**config.mk**
```make
export PLATFORM = sky130hd
export DESIGN_NAME = io_port_unit
export DESIGN_NICKNAME = d
export VERILOG_FILES = /design/src/rtl/io_port_pkg.sv /design/src/rtl/io_port_unit_sync_fifo.sv /design/src/rtl/io_port_unit.sv
export SDC_FILE = /design/constraint.sdc
export NUM_CORES = 1
export LEC_CHECK = 0
export ABC_AREA = 1
export BUFFER_PORTS_ARGS = -buffer_cell sky130_fd_sc_hd__buf_4
export CELL_PAD_IN_SITES_DETAIL_PLACEMENT = 0
export CELL_PAD_IN_SITES_GLOBAL_PLACEMENT = 1
export CORE_AREA = 2 2 111 113
export DETAILED_ROUTE_END_ITERATION = 10
export DIE_AREA = 0 0 113 115
export PLACE_DENSITY_LB_ADDON = 0.1
export SYNTH_ARGS = -nofsm -noshare
export SYNTH_HDL_FRONTEND = slang
export SYNTH_HIERARCHICAL = 1
export SYNTH_SLANG_ARGS = --single-unit
```
**constraint.sdc**
```tcl
create_clock -name clk -period 4.85 [get_ports clk]
set_input_delay 0.485 -clock clk [delete_from_list [all_inputs] [get_ports clk]]
set_output_delay 0.485 -clock clk [all_outputs]
set_load 0.01 [all_outputs]
```
**src/rtl/io_port_pkg.sv**
```systemverilog
// io_port_pkg: register map, STATUS layout and default base address
// shared by the memory-mapped I/O port unit and its testbench.
package io_port_pkg;

   localparam logic [31:0] DEFAULT_BASE_ADDR = 32'h1001_0024;

   localparam logic [31:0] OFF_PORT_OUT = 32'd0;
   localparam logic [31:0] OFF_PORT_IN  = 32'd4;
   localparam logic [31:0] OFF_STATUS   = 32'd8;

   localparam int STAT_COUNT_LSB = 0;
   localparam int STAT_COUNT_W   = 3;
   localparam int STAT_FULL      = 3;
   localparam int STAT_OVERFLOW  = 4;

   typedef enum logic [1:0] {
      REG_NONE,
      REG_OUT,
      REG_IN,
      REG_STATUS
   } ioReg_e;

   function automatic logic [31:0] statusWord(
      input logic       ovf,
      input logic       full,
      input logic [2:0] cnt
   );
      logic [31:0] w;
      w = '0;
      w[STAT_OVERFLOW] = ovf;
      w[STAT_FULL] = full;
      w[STAT_COUNT_LSB +: STAT_COUNT_W] = cnt;
      return w;
   endfunction

endpackage

```
**src/rtl/io_port_unit_sync_fifo.sv**
```systemverilog
// sync_fifo: single-clock FIFO with drop-on-full push and head peek.
// Ports: clk, reset(async low), push/din, pop, head, full, empty, count, drop.
module sync_fifo #(
   parameter int WIDTH = 8,
   parameter int DEPTH = 4
) (
   input  logic                     clk,
   input  logic                     reset,
   input  logic                     push,
   input  logic                     pop,
   input  logic [WIDTH-1:0]         din,
   output logic [WIDTH-1:0]         head,
   output logic                     full,
   output logic                     empty,
   output logic                     drop,
   output logic [$clog2(DEPTH):0]   count
);

   localparam int AW = $clog2(DEPTH);
   localparam int CW = AW + 1;

   logic [WIDTH-1:0] mem [DEPTH];
   logic [AW-1:0]    rdPtr;
   logic [AW-1:0]    wrPtr;
   logic             doPush;
   logic             doPop;

   assign empty = (count == '0);
   assign full  = (count == CW'(DEPTH));
   assign head  = mem[rdPtr];

   // A pop frees a slot in the same cycle, so a full FIFO still
   // accepts a push that coincides with a pop.
   assign doPop  = pop && !empty;
   assign doPush = push && (!full || doPop);
   assign drop   = push && !doPush;

   always_ff @(posedge clk or negedge reset) begin
      if (!reset) begin
         rdPtr <= '0;
         wrPtr <= '0;
         count <= '0;
      end else begin
         if (doPush) wrPtr <= wrPtr + AW'(1);
         if (doPop)  rdPtr <= rdPtr + AW'(1);
         case ({doPush, doPop})
            2'b10:   count <= count + CW'(1);
            2'b01:   count <= count - CW'(1);
            default: count <= count;
         endcase
      end
   end

   always_ff @(posedge clk) begin
      if (doPush) mem[wrPtr] <= din;
   end

endmodule

```
**src/rtl/io_port_unit.sv**
```systemverilog
// io_port_unit: memory-mapped PORT_OUT / PORT_IN / STATUS registers
// beside data memory. Ports: clk, reset(async low), mem_write,
// mem_read, address, write_data, read_data, io_hit, port_in,
// port_out, in_pending.
module io_port_unit
   import io_port_pkg::*;
#(
   parameter logic [31:0] BASE_ADDR  = DEFAULT_BASE_ADDR,
   parameter int          FIFO_DEPTH = 4
) (
   input  logic        clk,
   input  logic        reset,
   input  logic        mem_write,
   input  logic        mem_read,
   input  logic [31:0] address,
   input  logic [31:0] write_data,
   output logic [31:0] read_data,
   output logic        io_hit,
   input  logic [7:0]  port_in,
   output logic [31:0] port_out,
   output logic        in_pending
);

   localparam int CW = $clog2(FIFO_DEPTH) + 1;

   logic [7:0]    s1;
   logic [7:0]    s2;
   logic [7:0]    s3;
   ioReg_e        regSel;
   logic          change;
   logic          popReq;
   logic          clrReq;
   logic          overflow;
   logic [7:0]    fifoHead;
   logic          fifoFull;
   logic          fifoEmpty;
   logic          fifoDrop;
   logic [CW-1:0] fifoCount;
   logic [2:0]    countField;

   always_comb begin
      regSel = REG_NONE;
      unique case (1'b1)
         (address == BASE_ADDR + OFF_PORT_OUT): regSel = REG_OUT;
         (address == BASE_ADDR + OFF_PORT_IN):  regSel = REG_IN;
         (address == BASE_ADDR + OFF_STATUS):   regSel = REG_STATUS;
         default:                               regSel = REG_NONE;
      endcase
   end

   assign io_hit = (regSel != REG_NONE);

   // Side effects need mem_read; the data path itself follows the
   // decoded register so a write cycle never disturbs the FIFO.
   assign popReq = mem_read && (regSel == REG_IN);
   assign clrReq = mem_read && (regSel == REG_STATUS);

   assign change     = (s2 != s3);
   assign in_pending = !fifoEmpty;
   assign countField = 3'(fifoCount);

   sync_fifo #(
      .WIDTH (8),
      .DEPTH (FIFO_DEPTH)
   ) uFifo (
      .clk   (clk),
      .reset (reset),
      .push  (change),
      .pop   (popReq),
      .din   (s2),
      .head  (fifoHead),
      .full  (fifoFull),
      .empty (fifoEmpty),
      .drop  (fifoDrop),
      .count (fifoCount)
   );

   always_comb begin
      read_data = '0;
      case (regSel)
         REG_OUT:    read_data = port_out;
         REG_IN:     read_data = {24'b0, fifoEmpty ? s2 : fifoHead};
         REG_STATUS: read_data = statusWord(overflow, fifoFull,
                                            countField);
         default:    read_data = '0;
      endcase
   end

   always_ff @(posedge clk or negedge reset) begin
      if (!reset) begin
         s1 <= '0;
         s2 <= '0;
         s3 <= '0;
      end else begin
         s1 <= port_in;
         s2 <= s1;
         s3 <= s2;
      end
   end

   always_ff @(posedge clk or negedge reset) begin
      if (!reset) begin
         port_out <= '0;
      end else if (mem_write && regSel == REG_OUT) begin
         port_out <= write_data;
      end
   end

   // A fresh drop outranks a clearing STATUS read in the same cycle
   // so the loss is never hidden.
   always_ff @(posedge clk or negedge reset) begin
      if (!reset) begin
         overflow <= 1'b0;
      end else if (fifoDrop) begin
         overflow <= 1'b1;
      end else if (clrReq) begin
         overflow <= 1'b0;
      end
   end

endmodule

```
==> impl_metrics.env, run 1 <==
export IMPL_status="complete, but fails checks"
export IMPL_failed_checks="DRC"
export IMPL_cts_sinks=96
export IMPL_wl_um=10790
export IMPL_die_area_um2=13000
export IMPL_netlist_area_leader_share_pct=33.80
export IMPL_layout_drive_gt1_share_pct=30.78
export IMPL_synth_area_leaders="dfrtp_1, edfxtp_1, nand2_1, nand3_1, nor2_4"
export IMPL_maxCapViolCount=0
export IMPL_track_usage_pct=17.46
export IMPL_floorplan_initialDensity_pct=40.12
export IMPL_cts_setup_buffers=0
export IMPL_synth_cell_types=34
export IMPL_path_buf_inv=3
export IMPL_syn_to_final_growth_pct=27.88
export IMPL_yosysWarnings=6
export IMPL_period_share_pct=58.76
export IMPL_drt_pass1_iter_count=8
export IMPL_grt_ovfl_total=0
export IMPL_synth_xor_area_share_pct=1.479
export IMPL_synth_area_per_cell_um2=9.420
export IMPL_hold_viol=0
export IMPL_antenna_found_initial=0
export IMPL_syn_nets=585
export IMPL_fin_skew_ps=8.170
export IMPL_post_synth_top_area_cell="dfrtp_1"
export IMPL_reg2reg_slack_ps=2410
export IMPL_final_common_cell="buf_4"
export IMPL_yosysSeqAreaShare_pct=54.08
export IMPL_yosys_area_share_adder_pct=1.743
export IMPL_slew_headroom_pct=46.51
export IMPL_slowest_stage="fa_1"
export IMPL_clockBufferDepth=2
export IMPL_fin_crit_ps=2850
export IMPL_grt_pass1_vias=3622
export IMPL_worstSetupPathType="in2reg"
export IMPL_start_kind="primary input"
export IMPL_fp_dieW_um=113
export IMPL_critPathTopFamily="simple AND/OR/NAND/NOR gates"
export IMPL_cts_resized=0
export IMPL_core_area_um2=11810
export IMPL_final_cell_mix="buf_4, nand2_1, nand3_1, dfrtp_1, nor2_1"
export IMPL_p_leak_uw=0.003002
export IMPL_required_ps=5100
export IMPL_critPathMaxStageDelay_ps=410
export IMPL_clkLatencyLatePin_ps=340
export IMPL_clock_root_buffer="clkbuf_16"
export IMPL_synthMuxAreaShare_pct=0
export IMPL_n_antenna_cell=0
export IMPL_rr_endpoint="uFifo/count[2]"
export IMPL_place_area_um2=5778
export IMPL_worstRegToRegCells=11
export IMPL_power_density_nw_per_um2=347.7
export IMPL_synth_ff_latch_count=96
export IMPL_final_nets=717
export IMPL_rsz0062_at_grt="false"
export IMPL_crit_chain="buf_4 > nor2_1 > nand2_1 > nor2_4 > nand2_1 > nor2_4 > and3_1 > inv_1 > nand3_4 > nand2_4 > ha_1 > inv_1 > fa_1 > o21ai_0"
export IMPL_fin_area_um2=6060
export IMPL_synthCells=503
export IMPL_yosys_area_share_simple_pct=30.90
export IMPL_arrival_ps=3100
export IMPL_vias=3654
export IMPL_port_buffers=141
export IMPL_grt_max_degree=65
export IMPL_avgRoutedWirePerCell_um=13.71
export IMPL_dp_hpwl_um=8016
export IMPL_htree_levels=3
export IMPL_ant_nets=0
export IMPL_synth_top_family_by_area="simple AND/OR/NAND/NOR gates"
export IMPL_end_kind="flop"
export IMPL_fp_row_count=40
export IMPL_max_vdd_ir_drop_uv=152.3
export IMPL_gp_congestion=0.7767
export IMPL_synth_compound_area_share_pct=2.852
export IMPL_cts_tree="done"
export IMPL_power_uw=2107
export IMPL_route_detailed_drc=3
export IMPL_fmax_mhz=350.9
export IMPL_hp_class="in2async"
export IMPL_grt_pass1_wl_um=17830
export IMPL_cts_buffers=9
export IMPL_ios=142
export IMPL_clk_pin_slew_ps=60
export IMPL_r2r_start="s2[1]"
export IMPL_fp_dieH_um=115
export IMPL_syn_area_um2=4738
export IMPL_cp_max_fo=14
export IMPL_viasPerCell=4.643
export IMPL_setup_viol=0
export IMPL_worst_pin_slew_ps=802.4
export IMPL_slew_violations=0
export IMPL_fin_setup_tns_ps=0
export IMPL_drt_iter0_drc=200
export IMPL_holdBufCountCts=0
==> worst max path at each step <==
stage                     slack, ps              end   startpoint  cells past startpoint
after global placement         1700  uFifo/mem[3][4]  address[15]                     11
after global routing           1760   uFifo/count[1]  address[13]                     14
after CTS                      1980  uFifo/mem[3][7]  address[15]                     11
after floorplan                2330   uFifo/count[2]  address[15]                     16
final                          2000   uFifo/count[1]  address[15]                     14
after detailed placement       1640  uFifo/mem[3][4]  address[15]                     11
==> synthesized netlist by cell type, drive strengths merged <==
cell type	count
a21oi	2
and3	1
buf	18
clkbuf	2
clkinv	1
dfrtp	64
edfxtp	32
fa	1
ha	5
inv	56
nand2	133
nand3	67
nand4	2
nor2	84
nor3	1
o21ai	25
or2	1
xnor2	1
xor2	7
==> power breakdown <==
group          switching (µW)  internal [µW]
registers                66.3            992
logic                     245            138
clock network             299            367
total                     610           1500
==> registers in the layout (all words and copies together) (netlist names) <==
signal       count
s1               8
uFifo/count      3
s2               8
uFifo/wrPtr      2
uFifo/rdPtr      2
port_out        32
s3               8
uFifo/mem       32
overflow         1
==> kinds of logic (layout without fill, tap and decap cells) <==
| logic type | Yosys count | after routing |
|---|---|---|
| flip-flops | 96 | 96 |
| AO/OA/AOI/OAI | 27 | 27 |
| AND/OR/NAND/NOR | 289 | 289 |
| XOR/XNOR | 8 | 8 |
| adder cells (fa/ha/maj) | 6 | 6 |
| buffers and inverters | 77 | 214 |
==> metal layers <==
metal | vias to the layer above | GRT usage [%] | part of all wire (%)
met4 | 0 | 5.285 | 1.4
met5 | - | 0 | 0
met3 | 11 | 4.586 | 6.4
li1 | 1848 | - | -
met2 | 98 | 29.66 | 49
met1 | 1697 | 22.07 | 43
==> metrics by stage <==
step	hold WS [ps]	instances	util, %	worst slack (ps)
global placement	331.7	771	48.92	1704
global route	229.4	787	51.30	1759
detailed placement	335.5	771	48.92	1639
floorplan	189.4	503	-	2332
CTS	237.6	787	51.30	1984
finish	222.4	787	51.30	2000
==> area by class of cell <==
| class | instances | area (µm²) |
|---|---|---|
| flip-flops and latches | 96 | 2562 |
| fillers | 1134 | 5752 |
| well taps | 147 | 183.9 |
| repair buffers | 141 | 1059 |
| multi-input cells | 330 | 1752 |
| clock buffers | 11 | 242.7 |
| clock inverters | 5 | 38.79 |
| inverters | 57 | 221.5 |
No activity file was read; power rests on OpenSTA's default activity.
==> inputs of run 2 (changes only) <==
Settings changed: CORE_AREA 2 2 111 113 to 2 2 120 122, DIE_AREA 0 0 113 115 to 0 0 122 124.
Clock period 4.85 ns to 2.5 ns, I/O delays scaled along.
==> impl_metrics.env, run 2 (synthesis gave the netlist of run 1 again) <==
export IMPL_fin_skew_ps=5.158
export IMPL_ant_nets=0
export IMPL_arrival_ps=2030
export IMPL_maxCapViolCount=0
export IMPL_holdBufCountCts=2
export IMPL_syn_to_final_growth_pct=32.61
export IMPL_cts_resized=0
export IMPL_rsz0062_at_grt="false"
export IMPL_slew_violations=0
export IMPL_cts_tree="done"
export IMPL_fp_dieW_um=122
export IMPL_fmax_mhz=439.4
export IMPL_max_vdd_ir_drop_uv=452.5
export IMPL_n_antenna_cell=0
export IMPL_fin_crit_ps=2276
export IMPL_ios=142
export IMPL_fin_setup_tns_ps=0
export IMPL_p_leak_uw=0.003116
export IMPL_track_usage_pct=16.87
export IMPL_viasPerCell=4.402
export IMPL_gp_congestion=0.7700
export IMPL_grt_pass1_vias=3783
export IMPL_route_detailed_drc=0
export IMPL_clockBufferDepth=2
export IMPL_required_ps=2250
export IMPL_grt_ovfl_total=0
export IMPL_htree_levels=3
export IMPL_core_area_um2=13720
export IMPL_worst_pin_slew_ps=823.1
export IMPL_drt_pass1_iter_count=4
export IMPL_grt_pass1_wl_um=19540
export IMPL_cts_buffers=9
export IMPL_clkLatencyLatePin_ps=340
export IMPL_worstSetupPathType="reg2out"
export IMPL_status="complete, but fails checks"
export IMPL_cts_sinks=96
export IMPL_floorplan_initialDensity_pct=34.54
export IMPL_setup_viol=0
export IMPL_avgRoutedWirePerCell_um=14.19
export IMPL_final_common_cell="buf_4"
export IMPL_vias=3711
export IMPL_timing_hold_ws_ps=-14.49
export IMPL_die_area_um2=15130
export IMPL_drt_iter0_drc=214
export IMPL_final_nets=740
export IMPL_antenna_found_initial=0
export IMPL_end_kind="output pin"
export IMPL_clk_pin_slew_ps=70
export IMPL_period_share_pct=91.03
export IMPL_cp_max_fo=9
export IMPL_start_kind="flop"
export IMPL_hold_viol=6
export IMPL_worstRegToRegCells=12
export IMPL_cts_setup_buffers=0
export IMPL_clock_root_buffer="clkbuf_16"
export IMPL_grt_max_degree=65
export IMPL_wl_um=11960
export IMPL_dp_hpwl_um=8809
export IMPL_port_buffers=141
export IMPL_fp_row_count=43
export IMPL_final_cell_mix="buf_4, nand2_1, nand3_1, dfrtp_1, nor2_1"
export IMPL_power_density_nw_per_um2=669.8
export IMPL_layout_drive_gt1_share_pct=32.58
export IMPL_hp_class="in2async"
export IMPL_reg_top3="port_out x32, uFifo/mem x32"
export IMPL_failed_checks="hold timing"
export IMPL_slew_headroom_pct=45.13
export IMPL_fp_dieH_um=124
## run 2: per-stage QoR
step           power [µW]  instance area, µm²  utilization (%)  std cells  worst slack, ps
2_1_floorplan        2525                4738                -        503            217.5
3_3_place_gp         2938                5962            43.46        823            171.1
3_5_place_dp         2953                5962            43.46        823            82.70
4_1_cts              4277                6264            45.65        841            188.5
5_1_grt              4466                6284            45.80        843            43.67
6_report             4209                6284            45.80        843            224.3
## run 2: worst max-delay path, stage by stage, from the launching register on
cell and delay, ps:
dfrtp_1 460, nor2_4 180, nand2_2 90, inv_1 100
clkinv_1 270, nand2_1 130, nand2_1 100, nand3_1 110
nand3_1 80, buf_4 150
## run 2: final timing paths
path	startpoint	end	slack, ps
setup / recovery	uFifo/count[0]	read_data[1]	220
hold / removal	reset	uFifo/count[0]	-10
setup reg to reg	s2[1]	uFifo/count[2]	300
hold reg to reg	s1[5]	s2[5]	350
max in group asynchronous	reset	port_out[16]	1960
min in group clk	port_in[2]	s1[2]	20
## run 2: final cells by class
| cell class | count | area, µm² |
|---|---|---|
| Fill cell | 1345 | 7436 |
| Sequential cell | 96 | 2562 |
| Multi-Input combinational cell | 330 | 1752 |
| Timing Repair Buffer | 164 | 1241 |
| Clock buffer | 10 | 239.0 |
| Tap cell | 180 | 225.2 |
| Inverter | 57 | 221.5 |
| Clock inverter | 6 | 42.54 |
## run 2: metal layers
layer	track usage, %	part of all wire (%)	vias up
met2	28.18	48	100
met4	5.460	1.4	0
met5	0	0	-
li1	-	-	1894
met3	4.075	5.4	11
met1	21.63	45	1706
## run 2: power by group
part	leakage, µW	internal (µW)	switching [µW]
Sequential	0.00112	1920	120
Combinational	0.00185	338	523
Clock	0.000142	707	602
Total	0.00312	2960	1240
==> inputs of run 3 (changes only) <==
Settings changed: CORE_AREA 2 2 120 122 to 2 2 114 116, DIE_AREA 0 0 122 124 to 0 0 116 118.
Clock period 2.5 ns to 2.39 ns, I/O delays scaled along.
==> impl_metrics.env, run 3 (synthesis gave the netlist of run 1 again) <==
export IMPL_arrival_ps=2000
export IMPL_syn_to_final_growth_pct=34.35
export IMPL_gp_congestion=0.7812
export IMPL_timing_hold_ws_ps=-18.51
export IMPL_required_ps=2150
export IMPL_clk_pin_slew_ps=70
export IMPL_ios=142
export IMPL_worstRegToRegCells=12
export IMPL_final_cell_mix="buf_4, nand2_1, nand3_1, dfrtp_1, nor2_1"
export IMPL_drt_iter0_drc=131
export IMPL_path_buf_inv=3
export IMPL_power_density_nw_per_um2=717.3
export IMPL_slowest_stage="dfrtp_1"
export IMPL_cts_tree="done"
export IMPL_crit_cells=9
export IMPL_place_area_um2=5967
export IMPL_reg2reg_slack_ps=260
export IMPL_hold_viol=8
export IMPL_max_vdd_ir_drop_uv=360.2
export IMPL_critPathTopFamily="simple AND/OR/NAND/NOR gates"
export IMPL_grt_pass1_wl_um=18310
export IMPL_slew_headroom_pct=45.94
export IMPL_failed_checks="hold timing"
export IMPL_port_buffers=141
export IMPL_end_kind="output pin"
export IMPL_setup_viol=0
export IMPL_slew_violations=0
export IMPL_avgRoutedWirePerCell_um=13.24
export IMPL_cp_endpoint="read_data[0]"
export IMPL_fin_area_um2=6366
export IMPL_layout_drive_gt1_share_pct=32.44
export IMPL_critPathMaxStageDelay_ps=470
export IMPL_cts_buffers=9
export IMPL_dp_hpwl_um=8256
export IMPL_rsz0062_at_grt="false"
export IMPL_ant_nets=0
export IMPL_place_inst=817
export IMPL_core_area_um2=12410
export IMPL_cts_setup_buffers=0
export IMPL_crit_chain="nor2_4 > nand2_2 > inv_1 > clkinv_1 > nand2_1 > nand2_1 > nand3_1 > nand3_1 > buf_4"
export IMPL_grt_ovfl_total=0
export IMPL_viasPerCell=4.427
export IMPL_vias=3723
export IMPL_route_detailed_drc=0
export IMPL_fmax_mhz=446.3
export IMPL_clkLatencyLatePin_ps=340
export IMPL_cp_max_fo=9
export IMPL_drt_pass1_iter_count=4
export IMPL_fin_setup_tns_ps=0
export IMPL_reg_top3="port_out x32, uFifo/mem x32"
export IMPL_startpoint="uFifo/count[0]"
export IMPL_status="complete, but fails checks"
export IMPL_fp_dieH_um=118
export IMPL_grt_max_degree=65
export IMPL_final_common_cell="buf_4"
export IMPL_fin_crit_ps=2241
export IMPL_antenna_found_initial=0
export IMPL_final_nets=746
export IMPL_grt_pass1_vias=3687
export IMPL_die_area_um2=13690
export IMPL_rr_endpoint="uFifo/count[2]"
export IMPL_n_antenna_cell=0
export IMPL_htree_levels=3
export IMPL_worst_pin_slew_ps=810.9
export IMPL_r2r_start="s2[1]"
export IMPL_maxCapViolCount=0
export IMPL_floorplan_initialDensity_pct=38.17
export IMPL_worstSetupPathType="reg2out"
export IMPL_p_leak_uw=0.003157
export IMPL_start_kind="flop"
export IMPL_clockBufferDepth=2
export IMPL_wl_um=11140
export IMPL_fp_dieW_um=116
export IMPL_hp_class="in2async"
export IMPL_cts_sinks=96
export IMPL_track_usage_pct=17.11
export IMPL_fp_row_count=41
export IMPL_period_share_pct=93.76
export IMPL_fin_skew_ps=7.554
export IMPL_stdcell_count=841
export IMPL_cts_resized=0
export IMPL_clock_root_buffer="clkbuf_16"
==> run 3: cell types whose count changed in the layout (fill, tap and decap cells not counted), sizes merged <==
cell | previous run | this run
buf | 160 | 162
clkinv | 5 | 1
bufinv | 0 | 2
clkbuf | 10 | 11
dlygate4sd3 | 4 | 8
inv | 58 | 59
==> run 3: worst min path at each step <==
stage	start	cells after the start	endpoint
5_1_grt	reset	1	uFifo/count[1]
6_report	reset	1	uFifo/count[1]
4_1_cts	reset	1	uFifo/count[0]
3_5_place_dp	s1[4]	0	s2[4]
2_1_floorplan	reset	0	overflow
3_3_place_gp	s1[2]	0	s2[2]
==> run 3: power by group <==
part	total [µW]	internal [µW]	switching (µW)
Sequential	2130	2010	121
Combinational	886	358	528
Clock	1550	930	622
==> run 3: stage by stage <==
step	hold slack, ps	power (µW)	setup slack (ps)	utilization [%]
floorplan	-56.59	2642	118.5	-
global placement	332.3	3057	77.87	48.06
detailed placement	335.6	3062	-8.251	48.06
CTS	15.47	4627	113.2	51.28
global route	52.29	4816	2.626	51.28
finish	-18.51	4566	149.1	51.28
==> run 3: worst reg2reg max path, stage by stage, from the launching register on <==
cell and delay [ps]:
dfrtp_1 380, or2_2 290, a21oi_1 140, nand4_1 90
buf_4 170, nand2_4 70, ha_1 170, inv_1 70
fa_1 370, nand2_1 100, nand3_1 80, nand2_1 60
nand2_1 40
==> run 3: area by class of cell <==
cell class              instances  area [µm²]
fillers                      1172        6048
flip-flops and latches         96        2562
repair buffers                170        1296
inverters                      57       221.5
multi-input cells             330        1752
clock inverters                 5       86.33
well taps                     172       215.2
clock buffers                  11       232.7
==> run 3: what timing repair did <==
item	in CTS	in global routing
endpoints found under the hold margin	8	0
setup endpoints to repair	0	0
hold buffers	8	0
==> run 3: per-layer routing <==
layer  part of all wire [%]  global-route usage [%]
met1                     44                   22.09
met2                     49                   28.14
met3                    4.5                   3.708
met4                    1.6                   6.101
met5                      0                       0
